<file path="config.mk">
export PLATFORM = sky130hd
export DESIGN_NAME = xgen_pipe_flat
export DESIGN_NICKNAME = d
export VERILOG_FILES = /design/src/rtl/xgen_pkg.sv /design/src/rtl/xgen_if.sv /design/src/rtl/sat_cmult.sv /design/src/rtl/xgen_pipe.sv /design/src/flat_wrapper.sv
export SDC_FILE = /design/constraint.sdc
export NUM_CORES = 2
export LEC_CHECK = 0
export CORE_MARGIN = 1.5
export CORE_UTILIZATION = 56
export DETAILED_ROUTE_END_ITERATION = 8
export PLACE_DENSITY = 0.8
export SLEW_MARGIN = 20
export SYNTH_ARGS = -nofsm -noshare
export SYNTH_HDL_FRONTEND = slang
export SYNTH_SLANG_ARGS = --single-unit
</file>
<file path="constraint.sdc">
create_clock -name clk -period 9.13 [get_ports clk]
set_input_delay 0.913 -clock clk [delete_from_list [all_inputs] [get_ports clk]]
set_output_delay 0.913 -clock clk [all_outputs]
set_load 0.05 [all_outputs]
</file>
<file path="src/rtl/xgen_pkg.sv">
// Shared constants, offset table and entry indexing for the link transform pipeline.
// Latency: n/a (package only).
// Backpressure: n/a.
package xgen_pkg;

    localparam int WIDTH        = 32;
    localparam int DECIMAL_BITS = 16;
    localparam int NUM_LINKS    = 7;
    localparam int LINK_W       = $clog2(NUM_LINKS);
    localparam int NUM_ENT      = 15;

    localparam logic signed [WIDTH-1:0] ONE     = WIDTH'(1) << DECIMAL_BITS;
    localparam logic signed [WIDTH-1:0] SAT_MAX = {1'b0, {(WIDTH-1){1'b1}}};
    localparam logic signed [WIDTH-1:0] SAT_MIN = {1'b1, {(WIDTH-1){1'b0}}};

    // Per-link joint offsets in Q.DECIMAL_BITS. Link 6 is the full-scale
    // offset, which drives the multipliers into saturation.
    localparam logic signed [WIDTH-1:0] LINK_OFFSET [NUM_LINKS] = '{
        32'sd20000, 32'sd13402, 32'sd26500, -32'sd13402,
        32'sd65536, -32'sd32768, 32'sh7FFF_FFFF
    };

    typedef enum logic [3:0] {
        E_AX_AX, E_AX_AY, E_AX_AZ, E_AY_AX, E_AY_AY,
        E_AY_AZ, E_AZ_AY, E_AZ_AZ, E_LX_AX, E_LX_AY,
        E_LX_AZ, E_LY_AX, E_LY_AY, E_LY_AZ, E_LZ_AX
    } entry_e;

    typedef logic [NUM_ENT-1:0][WIDTH-1:0] xform_t;

    // Out-of-range indices return 0 so downstream products come out as 0.
    function automatic logic signed [WIDTH-1:0] link_offset(input logic [LINK_W-1:0] link);
        logic signed [WIDTH-1:0] r;
        r = '0;
        for (int i = 0; i < NUM_LINKS; i++) begin
            if (int'(link) == i) r = LINK_OFFSET[i];
        end
        return r;
    endfunction

    // Negation that maps the most negative value onto the most positive one.
    function automatic logic signed [WIDTH-1:0] neg_sat(input logic signed [WIDTH-1:0] x);
        return (x == SAT_MIN) ? SAT_MAX : -x;
    endfunction

endpackage

</file>
<file path="src/rtl/xgen_if.sv">
// Sample-in / transform-out stream bundle for xgen_pipe (valid/ready on both sides).
// Latency: n/a (wiring only).
// Backpressure: in_ready and out_ready carry the stalls.
// Ports: slave = block side, master = producer/consumer side.
interface xgen_if;
    import xgen_pkg::*;

    logic                     in_valid;
    logic                     in_ready;
    logic signed [WIDTH-1:0]  sinq_in;
    logic signed [WIDTH-1:0]  cosq_in;
    logic [LINK_W-1:0]        link_in;
    logic                     out_valid;
    logic                     out_ready;
    logic [LINK_W-1:0]        link_out;
    logic                     err_out;
    xform_t                   xform_out;

    modport slave (
        input  in_valid, sinq_in, cosq_in, link_in, out_ready,
        output in_ready, out_valid, link_out, err_out, xform_out
    );

    modport master (
        output in_valid, sinq_in, cosq_in, link_in, out_ready,
        input  in_ready, out_valid, link_out, err_out, xform_out
    );
endinterface

</file>
<file path="src/rtl/sat_cmult.sv">
// Registered signed coef*x, floor-shifted by DECIMAL_BITS and saturated to WIDTH.
// Latency: 1 cycle (prod_o updates on the edge where en_i is high).
// Backpressure: prod_o holds whenever en_i is low.
// Ports: clk, rst_n, en_i, coef_i, x_i -> prod_o.
module sat_cmult
    import xgen_pkg::*;
(
    input  logic                    clk,
    input  logic                    rst_n,
    input  logic                    en_i,
    input  logic signed [WIDTH-1:0] coef_i,
    input  logic signed [WIDTH-1:0] x_i,
    output logic signed [WIDTH-1:0] prod_o
);
    logic signed [2*WIDTH-1:0] full;
    logic signed [2*WIDTH-1:0] shr;
    logic signed [WIDTH-1:0]   prod_d;
    logic signed [WIDTH-1:0]   prod_q;

    always_comb begin
        full = (2*WIDTH)'(coef_i) * (2*WIDTH)'(x_i);
        shr  = full >>> DECIMAL_BITS;
        // Fits in WIDTH only when the bits above the result sign all agree.
        if ((&shr[2*WIDTH-1:WIDTH-1]) || ~(|shr[2*WIDTH-1:WIDTH-1])) begin
            prod_d = shr[WIDTH-1:0];
        end else if (shr[2*WIDTH-1]) begin
            prod_d = SAT_MIN;
        end else begin
            prod_d = SAT_MAX;
        end
    end

    always_ff @(posedge clk or negedge rst_n) begin
        if (!rst_n) begin
            prod_q <= '0;
        end else if (en_i) begin
            prod_q <= prod_d;
        end
    end

    assign prod_o = prod_q;
endmodule

</file>
<file path="src/rtl/xgen_pipe.sv">
// Two-stage pipeline turning (sin, cos, link) into the 15 sparse 6x6 transform entries.
// Latency: 2 cycles, 1 sample/cycle sustained.
// Backpressure: out_ready low stalls S2, then S1; in_ready drops when both hold data.
// Ports: clk, rst_n, bus (xgen_if.slave: sample in, entries/link/err out).
module xgen_pipe
    import xgen_pkg::*;
(
    input  logic   clk,
    input  logic   rst_n,
    xgen_if.slave  bus
);
    logic adv1, adv2, in_fire, en2, link_err;

    logic                    v1_q, s1_err_q;
    logic signed [WIDTH-1:0] s1_s_q, s1_c_q, s1_d_q;
    logic [LINK_W-1:0]       s1_link_q;

    logic                    v2_q, s2_err_q;
    logic [LINK_W-1:0]       s2_link_q;
    logic signed [WIDTH-1:0] s2_s_q, s2_c_q, s2_nc_q;
    logic signed [WIDTH-1:0] p_ds, p_dc;

    xform_t xf;

    // A stage may load when it is empty or its contents move on this cycle.
    assign adv2     = !v2_q || bus.out_ready;
    assign adv1     = !v1_q || adv2;
    assign in_fire  = bus.in_valid && adv1;
    assign en2      = adv2 && v1_q;
    assign link_err = int'(bus.link_in) >= NUM_LINKS;

    always_ff @(posedge clk or negedge rst_n) begin
        if (!rst_n) begin
            v1_q      <= 1'b0;
            s1_s_q    <= '0;
            s1_c_q    <= '0;
            s1_d_q    <= '0;
            s1_link_q <= '0;
            s1_err_q  <= 1'b0;
        end else begin
            if (adv1) v1_q <= bus.in_valid;
            if (in_fire) begin
                s1_s_q    <= bus.sinq_in;
                s1_c_q    <= bus.cosq_in;
                s1_d_q    <= link_offset(bus.link_in);
                s1_link_q <= bus.link_in;
                s1_err_q  <= link_err;
            end
        end
    end

    // A bad link carries d=0, so the products clear themselves; only the
    // trig-derived entries need explicit masking.
    always_ff @(posedge clk or negedge rst_n) begin
        if (!rst_n) begin
            v2_q      <= 1'b0;
            s2_link_q <= '0;
            s2_err_q  <= 1'b0;
            s2_s_q    <= '0;
            s2_c_q    <= '0;
            s2_nc_q   <= '0;
        end else begin
            if (adv2) v2_q <= v1_q;
            if (en2) begin
                s2_link_q <= s1_link_q;
                s2_err_q  <= s1_err_q;
                s2_s_q    <= s1_err_q ? '0 : s1_s_q;
                s2_c_q    <= s1_err_q ? '0 : s1_c_q;
                s2_nc_q   <= s1_err_q ? '0 : neg_sat(s1_c_q);
            end
        end
    end

    sat_cmult u_mul_ds (
        .clk    (clk),
        .rst_n  (rst_n),
        .en_i   (en2),
        .coef_i (s1_d_q),
        .x_i    (s1_s_q),
        .prod_o (p_ds)
    );

    sat_cmult u_mul_dc (
        .clk    (clk),
        .rst_n  (rst_n),
        .en_i   (en2),
        .coef_i (s1_d_q),
        .x_i    (s1_c_q),
        .prod_o (p_dc)
    );

    // Entries are pure functions of S2 registers, so they hold while stalled.
    always_comb begin
        xf          = '0;
        xf[E_AX_AX] = s2_nc_q;
        xf[E_AX_AZ] = s2_s_q;
        xf[E_AY_AX] = s2_s_q;
        xf[E_AY_AZ] = s2_c_q;
        xf[E_AZ_AY] = (v2_q && !s2_err_q) ? ONE : '0;
        xf[E_LX_AX] = p_ds;
        xf[E_LX_AZ] = p_dc;
        xf[E_LY_AX] = p_dc;
        xf[E_LY_AZ] = neg_sat(p_ds);
    end

    assign bus.in_ready  = adv1;
    assign bus.out_valid = v2_q;
    assign bus.link_out  = s2_link_q;
    assign bus.err_out   = s2_err_q;
    assign bus.xform_out = xf;
endmodule

</file>
<file path="src/flat_wrapper.sv">
// flat-port wrapper written by rule: the top's interface ports become plain ports
module xgen_pipe_flat import xgen_pkg::*;
  (clk, rst_n, bus_in_valid, bus_sinq_in, bus_cosq_in, bus_link_in, bus_out_ready, bus_in_ready, bus_out_valid, bus_link_out, bus_err_out, bus_xform_out);
  xgen_if bus_i ();
  input  logic clk;
  input  logic rst_n;
  input wire logic [$bits(bus_i.in_valid)-1:0] bus_in_valid;
  input wire logic [$bits(bus_i.sinq_in)-1:0] bus_sinq_in;
  input wire logic [$bits(bus_i.cosq_in)-1:0] bus_cosq_in;
  input wire logic [$bits(bus_i.link_in)-1:0] bus_link_in;
  input wire logic [$bits(bus_i.out_ready)-1:0] bus_out_ready;
  output wire logic [$bits(bus_i.in_ready)-1:0] bus_in_ready;
  output wire logic [$bits(bus_i.out_valid)-1:0] bus_out_valid;
  output wire logic [$bits(bus_i.link_out)-1:0] bus_link_out;
  output wire logic [$bits(bus_i.err_out)-1:0] bus_err_out;
  output wire logic [$bits(bus_i.xform_out)-1:0] bus_xform_out;
  assign bus_i.in_valid = bus_in_valid;
  assign bus_i.sinq_in = bus_sinq_in;
  assign bus_i.cosq_in = bus_cosq_in;
  assign bus_i.link_in = bus_link_in;
  assign bus_i.out_ready = bus_out_ready;
  assign bus_in_ready = bus_i.in_ready;
  assign bus_out_valid = bus_i.out_valid;
  assign bus_link_out = bus_i.link_out;
  assign bus_err_out = bus_i.err_out;
  assign bus_xform_out = bus_i.xform_out;
  xgen_pipe u_core (.clk(clk), .rst_n(rst_n), .bus(bus_i));
endmodule
</file>
==> results.toml <==
[min_path]
hold_class = "input pin to asynchronous set/reset pin"

[floorplan]
start_util = 0.567
ios = 557
coreArea_mm2 = 0.124
die_area_mm2 = 0.128
die_h_um = 357
num_rows = 129
dieWidth_um = 357

[worst_setup_path]
critPathLaunchType = "flip-flop"
worstPathMaxFanout = 20
cpMostUsedCell = "fa_1"
slowest_stage = "fa_1"
critPathArrivalTime_ns = 9.46
max_stage_delay_ns = 0.61
critPathCaptureType = "flip-flop"
crit_buf_inv = 6
path_delay_family = "adder cells"
worstSetupPathType = "flip-flop to flip-flop"
required_ns = 9.63

[placement]
placed_cells = 9076
post-dp-hpwl_mm = 169
portBuffers = 333
gp_congestion = 1.01

[timing]
finClkSkew_ns = 0.0396
period_share = 0.981
period_needed_ns = 8.96
worst_slew_pin_slew_ns = 1.02
fmax_ghz = 0.112
hold_viol_final = 0
slew_headroom = 0.323
setup_viol = 0
slew_violations = 0

[global_routing]
antenna_found_initial = 6
grt_pass1_vias = 53826
grt_max_degree = 156
grt_pass1_wl_mm = 309
grt_use_total = 0.319
grt_remaining_overflow = 0

[route]
wirelength_mm = 196
drtIter0Drc = 4478
ant_nets = 0
firstDrtPassIters = 6
viasPerCell = 5.42
vias = 49700
drc = 0
wl_per_cell_um = 21.4

[cells_and_area]
final_common_cell = "inv_1"
syn_to_final_growth_pct = 10.9
finalNetCount = 9728
final_cell_mix = "inv_1, fa_1, nand2_1, buf_4, ha_1"
nFillCells = 10083
multi_input_area_mm2 = 0.0552
fin_cells = 9169
seq_area_mm2 = 0.00617
layout-drive-gt1-share = 0.0899

[logic_synthesis]
yosys_warnings = 0
synth-async-reset-ratio = 1.00
synth-edff-count = 0
ys_top_cells_by_area = "fa_1, inv_1, dfrtp_1, ha_1, nand2_1"
syn_inst = 7085
ys_seq_area_frac = 0.0872
yosysTopAreaCellShare = 0.511
yosys_register_bits = 245
synth.avg_cell_area_um2 = 9.93
syn_area_mm2 = 0.0703
ys_types = 89
ys.flop_type = "dfrtp_1"
synth_top_area_cell = "fa_1"

[cts]
cts_sinks = 245
cts_tree = "yes"
clk_latency_ns = 0.64
cts_max_level = 1
numCtsBuffers = 30
cts-root-buf = "clkbuf_16"
clk_pin_slew_ns = 0.07
clockBufferDepth = 3

[status]
status = "finished clean"

[flow_run]
cap_violations = 0
[per-stage QoR]
stage               worst slack, ns  instance area, µm²  hold slack (ns)  utilization  TNS [ns]
floorplan                     0.424               71200            0.433            -         0
global placement            -0.0334               76200            0.442        0.614    -0.536
detailed placement           -0.115               76200            0.451        0.614     -1.92
CTS                         0.00696               77300            0.362        0.623         0
global route                 -0.115               78000            0.400        0.628     -4.82
finish                        0.169               78000            0.359        0.628         0
[per-layer routing]
metal	GRT usage	vias up	routed length, µm
li1	-	21375	-
met1	0.453	25735	78100
met2	0.501	2250	91900
met3	0.0690	336	19700
met4	0.0791	4	6590
met5	0	-	27
[kinds of logic (layout without fill, tap and decap cells)]
logic type               count (synthesis)  count (layout)  synth area share
AO/OA/AOI/OAI                          560             560            0.0555
XOR/XNOR                               179             179            0.0223
adder cells (fa/ha/maj)               2152            2152             0.575
buffers and inverters                 2387            2607             0.144
flip-flops                             245             245            0.0872
multiplexers                            74              74            0.0118
other                                    1             228         0.0000533
AND/OR/NAND/NOR                       1487            1487             0.105
[cells in the mapped netlist, types with 9 or more instances]
| cell | count |
|---|---|
| and3_1 | 13 |
| buf_4 | 290 |
| a21o_1 | 54 |
| nor2b_1 | 23 |
| clkbuf_1 | 245 |
| a211oi_1 | 11 |
| a221o_1 | 61 |
| nor3_1 | 49 |
| fa_1 | 1796 |
| nand4_1 | 48 |
| o21bai_1 | 36 |
| a31oi_1 | 14 |
| nand2b_1 | 28 |
| xor2_1 | 59 |
| and2_1 | 330 |
| o21ai_0 | 85 |
| inv_1 | 1817 |
| a21oi_1 | 141 |
| o21ai_1 | 13 |
| o31ai_1 | 10 |
| nand2_1 | 671 |
| ha_1 | 356 |
| mux2_2 | 69 |
| o21a_1 | 16 |
| nor4_1 | 24 |
| buf_2 | 23 |
| xnor2_1 | 120 |
| nand3b_1 | 70 |
| o22ai_1 | 33 |
| nand3_1 | 37 |
| nor2_1 | 147 |
| o211ai_1 | 9 |
| dfrtp_1 | 245 |
[what timing repair did]
item                                    CTS  global route
endpoints found under the setup margin   62            62
hold buffers                              0             0
pin swaps                                 0            20
gates resized for setup                   2           113
cloned                                    0             2
setup buffers                             1            31
[path summary, 6_finish.rpt]
path / end / depth (start not counted) / slack, ns / from
min reg2reg: u_core.bus.link_out[1] / 2 / 0.46 / u_core.s1_link_q[1]
max: u_core.u_mul_dc.prod_o[13] / 28 / 0.17 / u_core.s1_d_q[30]
max in group asynchronous: u_core.u_mul_ds.prod_o[22] / 2 / 7.31 / rst_n
min: u_core.u_mul_dc.prod_o[31] / 1 / 0.36 / rst_n
max reg2reg: u_core.u_mul_dc.prod_o[13] / 28 / 0.17 / u_core.s1_d_q[30]
min in group clk: u_core.bus.link_out[1] / 2 / 0.46 / u_core.s1_link_q[1]
[worst register-to-register path: cells and delay by family (launching register included)]
kind / cells / cell delay [ns]
compound gates: 6 / 1.27
buf+inv: 6 / 1.22
flops: 1 / 0.39
simple gates: 6 / 1.42
xor+xnor: 1 / 0.11
fa+ha+maj: 9 / 4.42
[area by class of cell]
class	instances	share of cell area
Multi-Input combinational cell	4675	0.709
Inverter	1817	0.0878
Timing Repair Buffer	735	0.0840
Sequential cell	245	0.0792
Tap cell	1637	0.0263
Clock buffer	41	0.0112
Clock inverter	13	0.00274
Antenna cell	5	0.000160
Timing Repair inverter	1	0.0000963
[flip-flops by register name, indices dropped and copies added (netlist names), 11 cells and up]
| register | cells |
|---|---|
| u_core.s2_nc_q | 32 |
| u_core.s2_s_q | 32 |
| u_core.s1_c_q | 32 |
| u_core.u_mul_ds.prod_o | 32 |
| u_core.s1_s_q | 32 |
| u_core.u_mul_dc.prod_o | 32 |
| u_core.s2_c_q | 32 |
| u_core.s1_d_q | 11 |
Power is left out: the tool's default activity adds up to more than one toggle a clock period on the data nets, which glitch-free logic cannot reach.
